--- config.mk ---
export PLATFORM = sky130hd
export DESIGN_NAME = quire_window_arbiter
export DESIGN_NICKNAME = d
export VERILOG_FILES = /design/src/rtl/posit_defines.sv /design/src/rtl/quire_window_arbiter_tag_fifo.sv /design/src/rtl/quire_window_arbiter.sv
export SDC_FILE = /design/constraint.sdc
export NUM_CORES = 1
export LEC_CHECK = 0
export ABC_CLOCK_PERIOD_IN_PS = 3360
export CAP_MARGIN = 15
export CORE_ASPECT_RATIO = 1.2
export CORE_MARGIN = 2
export CORE_UTILIZATION = 37
export DETAILED_ROUTE_END_ITERATION = 6
export PLACE_DENSITY = 0.95
export SLEW_MARGIN = 30
export SYNTH_ARGS = -nofsm -noshare
export SYNTH_HDL_FRONTEND = slang
export SYNTH_SLANG_ARGS = --single-unit
--- constraint.sdc ---
create_clock -name clk -period 3.36 [get_ports clk]
set_input_delay 0.336 -clock clk [delete_from_list [all_inputs] [get_ports clk]]
set_output_delay 0.336 -clock clk [all_outputs]
set_load 0.02 [all_outputs]
--- src/rtl/posit_defines.sv ---
// posit_defines: quire beat layout, quire result width and arbiter FSM encoding.
package posit_defines;

    localparam int QUIRE_SIZE = 19;

    localparam logic [0:0] IDLE   = 1'b0;
    localparam logic [0:0] LOCKED = 1'b1;

    typedef struct packed {
        logic [3:0]        fraction;
        logic signed [3:0] scale;
        logic              sign;
        logic              zero;
        logic              NaR;
        logic              sow;
        logic              eow;
    } quire_beat_t;

endpackage

--- src/rtl/quire_window_arbiter_tag_fifo.sv ---
// tag_fifo: owner-tag FIFO with full/empty flags; pointers wrap at DEPTH.
module tag_fifo #(
    parameter int DEPTH = 4,
    parameter int W     = 2
) (
    input  logic         clk,
    input  logic         rst_n,
    input  logic         push,
    input  logic         pop,
    input  logic [W-1:0] din,
    output logic [W-1:0] dout,
    output logic         full,
    output logic         empty
);
    localparam int AW = DEPTH > 1 ? $clog2(DEPTH) : 1;
    localparam int CW = $clog2(DEPTH + 1);

    logic [W-1:0]  mem [DEPTH];
    logic [AW-1:0] wptr, rptr;
    logic [CW-1:0] count;
    logic          push_ok, pop_ok;

    assign full    = count == CW'(DEPTH);
    assign empty   = count == '0;
    assign push_ok = push & ~full;
    assign pop_ok  = pop & ~empty;
    assign dout    = mem[rptr];

    always_ff @(posedge clk)
        if (push_ok) mem[wptr] <= din;

    always_ff @(posedge clk or negedge rst_n) begin
        if (!rst_n) begin
            wptr  <= '0;
            rptr  <= '0;
            count <= '0;
        end else begin
            if (push_ok) wptr <= (wptr == AW'(DEPTH - 1)) ? '0 : wptr + AW'(1);
            if (pop_ok) rptr <= (rptr == AW'(DEPTH - 1)) ? '0 : rptr + AW'(1);
            count <= count + CW'(push_ok) - CW'(pop_ok);
        end
    end
endmodule

--- src/rtl/quire_window_arbiter.sv ---
// quire_window_arbiter: round-robin window-atomic sharing of one quire, with owner tags routing results back.
module quire_window_arbiter
    import posit_defines::*;
#(
    parameter int NB_REQ    = 4,
    parameter int ID_W      = 2,
    parameter int TAG_DEPTH = 4
) (
    input  logic                  clk,
    input  logic                  rst_n,
    input  logic [NB_REQ-1:0]     req_rts_i,
    output logic [NB_REQ-1:0]     req_rtr_o,
    input  logic [NB_REQ-1:0]     req_sow_i,
    input  logic [NB_REQ-1:0]     req_eow_i,
    input  logic [NB_REQ-1:0]     req_sign_i,
    input  logic [NB_REQ-1:0]     req_zero_i,
    input  logic [NB_REQ-1:0]     req_NaR_i,
    input  logic [NB_REQ*4-1:0]   req_fraction_i,
    input  logic [NB_REQ*4-1:0]   req_scale_i,
    output logic                  q_rts_o,
    input  logic                  q_rtr_i,
    output logic                  q_sow_o,
    output logic                  q_eow_o,
    output logic                  q_sign_o,
    output logic                  q_zero_o,
    output logic                  q_NaR_o,
    output logic [3:0]            q_fraction_o,
    output logic signed [3:0]     q_scale_o,
    input  logic                  res_rts_i,
    output logic                  res_rtr_o,
    input  logic                  res_eow_i,
    input  logic                  res_NaR_i,
    input  logic                  res_zero_i,
    input  logic [QUIRE_SIZE-1:0] res_data_i,
    output logic                  out_rts_o,
    input  logic                  out_rtr_i,
    output logic [QUIRE_SIZE-1:0] out_data_o,
    output logic [ID_W-1:0]       out_id_o,
    output logic                  out_NaR_o,
    output logic                  out_zero_o,
    output logic                  err_o
);
    logic [0:0]        state;
    logic [ID_W-1:0]   owner, rr_ptr, win, idx;
    logic [NB_REQ-1:0] elig;
    logic              first, grant, q_hs, tag_full, tag_empty, pop, res_orphan;
    quire_beat_t       beat;

    assign elig = req_rts_i & req_sow_i;

    // Scan downward so the candidate closest to rr_ptr is the last one written.
    always_comb begin
        win = rr_ptr;
        idx = rr_ptr;
        for (int i = NB_REQ - 1; i >= 0; i--) begin
            idx = rr_ptr + ID_W'(i);
            if (elig[idx]) win = idx;
        end
    end

    assign grant = (state == IDLE) & (|elig) & ~tag_full;

    assign beat = '{
        fraction: req_fraction_i[int'(owner)*4 +: 4],
        scale:    req_scale_i[int'(owner)*4 +: 4],
        sign:     req_sign_i[owner],
        zero:     req_zero_i[owner],
        NaR:      req_NaR_i[owner],
        sow:      req_sow_i[owner],
        eow:      req_eow_i[owner]
    };

    assign q_rts_o      = (state == LOCKED) & req_rts_i[owner];
    assign req_rtr_o    = (state == LOCKED) ? (NB_REQ'(q_rtr_i) << owner) : '0;
    assign q_fraction_o = beat.fraction;
    assign q_scale_o    = beat.scale;
    assign q_sign_o     = beat.sign;
    assign q_zero_o     = beat.zero;
    assign q_NaR_o      = beat.NaR;
    assign q_sow_o      = beat.sow;
    assign q_eow_o      = beat.eow;
    assign q_hs         = q_rts_o & q_rtr_i;

    // Non-final result beats are swallowed; orphan eow beats are swallowed and flagged.
    assign res_orphan = res_rts_i & res_eow_i & tag_empty;
    assign out_rts_o  = res_rts_i & res_eow_i & ~tag_empty;
    assign res_rtr_o  = ~res_eow_i | tag_empty | out_rtr_i;
    assign pop        = out_rts_o & out_rtr_i;
    assign out_data_o = res_data_i;
    assign out_NaR_o  = res_NaR_i;
    assign out_zero_o = res_zero_i;

    tag_fifo #(.DEPTH(TAG_DEPTH), .W(ID_W)) u_tag_fifo (
        .clk   (clk),
        .rst_n (rst_n),
        .push  (grant),
        .pop   (pop),
        .din   (win),
        .dout  (out_id_o),
        .full  (tag_full),
        .empty (tag_empty)
    );

    always_ff @(posedge clk or negedge rst_n) begin
        if (!rst_n) begin
            state  <= IDLE;
            owner  <= '0;
            rr_ptr <= '0;
            first  <= 1'b0;
            err_o  <= 1'b0;
        end else begin
            if (grant) begin
                state <= LOCKED;
                owner <= win;
                first <= 1'b1;
            end else if (q_hs) begin
                first <= 1'b0;
                if (q_eow_o) begin
                    state  <= IDLE;
                    rr_ptr <= owner + ID_W'(1);
                end
            end
            if ((q_hs & q_sow_o & ~first) | res_orphan) err_o <= 1'b1;
        end
    end
endmodule

==> flow_metrics.env <==
export IMPL_status="completed"
export IMPL_grt_pass1_vias=1457
export IMPL_min_period_over_period_pct=85.5
export IMPL_cap_viol_max_count=0
export IMPL_synth_cells=138
export IMPL_synth_edff_count=8
export IMPL_cpPeakStageDelay_ns=0.93
export IMPL_hold_buffers=0
export IMPL_utilization_pct=55.7
export IMPL_arrival_ns=2.54
export IMPL_vias=1343
export IMPL_final_cells=259
export IMPL_crit_slowest_cell="dfrtp_1"
export IMPL_synth_area_leaders="dfrtp_1, edfxtp_1, mux4_2, buf_4, mux4_1"
export IMPL_syn_area_per_cell_sq_um=12.4
export IMPL_multi_input_area_sq_um=903
export IMPL_clk_pin_slew_ns=0.08
export IMPL_port_buffer_count=84
export IMPL_regToRegStartpoint="u_tag_fifo.count[1]$_DFF_PN0_"
export IMPL_cts_buffers=3
export IMPL_remaining_drc_errors=0
export IMPL_ys_types=37
export IMPL_syn_to_final_growth_pct=46.7
export IMPL_grt_usage_pct=15.7
export IMPL_cts_resized_gates=0
export IMPL_syn_num_nets=229
export IMPL_vias_per_cell=5.19
export IMPL_post_cts_setup_buffers=0
export IMPL_place_congestion=0.727
export IMPL_rsz0062_at_grt="no"
export IMPL_hold_viol_final=0
export IMPL_cts_root_buf="clkbuf_8"
export IMPL_placed_cells=255
export IMPL_ys_ff_latch=22
export IMPL_whs_ns=0.469
export IMPL_grt_overflow=0
export IMPL_ys_seq_area_share_pct=34.4
export IMPL_path_class="reg2out"
export IMPL_clock_sinks=22
export IMPL_drtPass1Iterations=4
export IMPL_reg2reg_to="u_tag_fifo.count[2]$_DFF_PN0_"
export IMPL_rows=27
export IMPL_syn_area_sq_mm=0.00172
export IMPL_critPathCaptureType="output port"
export IMPL_ir_drop_mv=0.448
export IMPL_final_max_slew_viol_count=0
export IMPL_tns_ns=0
export IMPL_clock_skew_ns=0.000994
export IMPL_layout_nets=293
export IMPL_antenna_found_initial=0
export IMPL_rrSetupSlack_ns=0.92
export IMPL_setup_violations=0
export IMPL_drt_iter0_drc=31
export IMPL_ios=127
export IMPL_synth_async_reset_ratio_pct=63.6
export IMPL_path_delay_family="flip-flops"
export IMPL_worstSetupStartpointType="flop"
export IMPL_worstMarginPinSlew_ns=0.890
export IMPL_clk_path_buf_depth=2
export IMPL_clk_latency_ns=0.27
export IMPL_max_slew_margin_pct=40.6
export IMPL_required_ns=3.02
export IMPL_final_antenna_net_count=0
export IMPL_cts_tree="yes"
export IMPL_worst_hold_path_type="in2async"
export IMPL_wl_um=3860
export IMPL_dpl_hpwl_um=3250
export IMPL_path_cells="mux4_2 > and2_1 > clkdlybuf4s50_1"
export IMPL_crit_fanout=19
export IMPL_fp_dieH_um=78.6
export IMPL_yosys_warnings=0
export IMPL_regArea_sq_um=591
export IMPL_grt_max_degree=20
export IMPL_wl_per_cell_um=14.9
export IMPL_h_tree_depth=1
export IMPL_period_needed_ns=2.87
export IMPL_die_w_um=66.2
export IMPL_synth_flop_cell="dfrtp_1"
export IMPL_yosysTopAreaCellShare_pct=20.4
export IMPL_grt_pass1_wl_um=6240
export IMPL_power_per_cell_area_mw_per_mm2=744
export IMPL_fillers=373
export IMPL_fmax_mhz=348
export IMPL_dieArea_sq_mm=0.00521
export IMPL_path_buf_inv=1
export IMPL_drive_gt1_share_pct=12.9
export IMPL_core_area_sq_mm=0.00453
export IMPL_initial_core_util_pct=37.9
export IMPL_worst_path_stages=3
export IMPL_yosys_area_top_type="dfrtp_1"
export IMPL_diodes=0
export IMPL_cellLeakagePower_nw=1.01
export IMPL_r2r_worst_path_cells=10
## cells by family after synthesis
family                   synth area share (%)
flip-flops                               34.4
multiplexers                             28.0
AO/OA/AOI/OAI                            6.26
XOR/XNOR                                 1.53
AND/OR/NAND/NOR                          10.6
buffers and inverters                    13.0
adder cells (fa/ha/maj)                  6.26
## stage by stage
step / worst slack (ns) / power (W) / area, sq um
after floorplan: 0.999 / 0.00126 / 1720
after global placement: 0.779 / 0.00160 / 2450
after detailed placement: 0.740 / 0.00164 / 2450
after CTS: 0.441 / 0.00189 / 2520
after global routing: 0.350 / 0.00201 / 2520
final: 0.488 / 0.00188 / 2520
## worst reg2reg max path, cell delays in order, from the launching register on
cell and delay, ns:
dfrtp_1 0.40, or3_1 0.42, nor2b_1 0.17, nand2_1 0.13
inv_1 0.06, ha_1 0.27, inv_1 0.04, ha_1 0.18
fa_1 0.38, xnor2_1 0.17, xnor2_1 0.14
## routing by layer
metal	share of wire, %	global-route usage, %	wire, um	up-vias
met1	36	17.6	1390	626
met3	14	4.87	522	3
met5	0	0	0	-
met2	50	27.5	1920	96
met4	0.93	5.51	36	0
li1	-	-	-	618
## how the worst max path moves through the flow
stage                                  start                             to  slack, ns
2_1_floorplan  u_tag_fifo.count[1]$_DFF_PN0_  u_tag_fifo.count[2]$_DFF_PN0_        1.0
6_report                owner[0]$_DFFE_PN0P_                        q_rts_o       0.49
3_5_place_dp            owner[0]$_DFFE_PN0P_                        q_rts_o       0.74
4_1_cts                 owner[0]$_DFFE_PN0P_                        q_rts_o       0.44
5_1_grt                 owner[0]$_DFFE_PN0P_                        q_rts_o       0.35
3_3_place_gp            owner[0]$_DFFE_PN0P_                        q_rts_o       0.78
## registers in the layout (all words and copies together), names as in the netlist
register and flops:
u_tag_fifo.mem 8, u_tag_fifo.count 3, owner 2, rr_ptr 2, u_tag_fifo.rptr 2, u_tag_fifo.wptr 2, err_o 1, first 1
state 1
## cell type report
cell class | instances | share of cell area [%]
clock buffers | 3 | 1.64
clock inverters | 1 | 1.19
inverters | 9 | 1.34
multi-input cells | 81 | 35.8
flip-flops and latches | 22 | 23.4
well taps | 58 | 2.88
repair buffers | 85 | 33.7
## cell usage after synthesis (2+ instances only)
| cell type | instances |
|---|---|
| a21o_1 | 2 |
| xnor2_1 | 2 |
| buf_4 | 22 |
| buf_2 | 2 |
| nand3b_1 | 2 |
| edfxtp_1 | 8 |
| and3b_1 | 2 |
| a21oi_1 | 2 |
| mux2_4 | 2 |
| dfrtp_1 | 14 |
| mux2_2 | 6 |
| nand3_1 | 3 |
| inv_1 | 9 |
| nand2_1 | 6 |
| nor2_1 | 7 |
| ha_1 | 7 |
| nor3_1 | 2 |
| and2_1 | 6 |
| o21ai_0 | 2 |
| mux4_2 | 10 |
| mux4_1 | 6 |
## layout by cell type (no fill, tap or decap), types with 2 or more instances in the layout
cell type        instances
mux2_2                   6
nand2_1                  6
o21ai_0                  2
ha_1                     7
a21o_1                   2
a21oi_1                  2
mux4_1                   6
and2_1                   6
mux2_4                   2
dfrtp_1                 14
nor3_1                   2
and3b_1                  2
nand3_1                  3
nand3b_1                 2
nor2_1                   7
clkbuf_8                 3
xnor2_1                  2
inv_1                    9
edfxtp_1                 8
clkdlybuf4s50_1         84
mux4_2                  10
## report_power, final
group / leakage, nW / switching [W] / internal [W]
registers: 0.234 / 0.000170 / 0.000392
clock network: 0.0357 / 0.0000868 / 0.000159
logic: 0.737 / 0.000441 / 0.000626
Power figures use the tool's default switching activity.
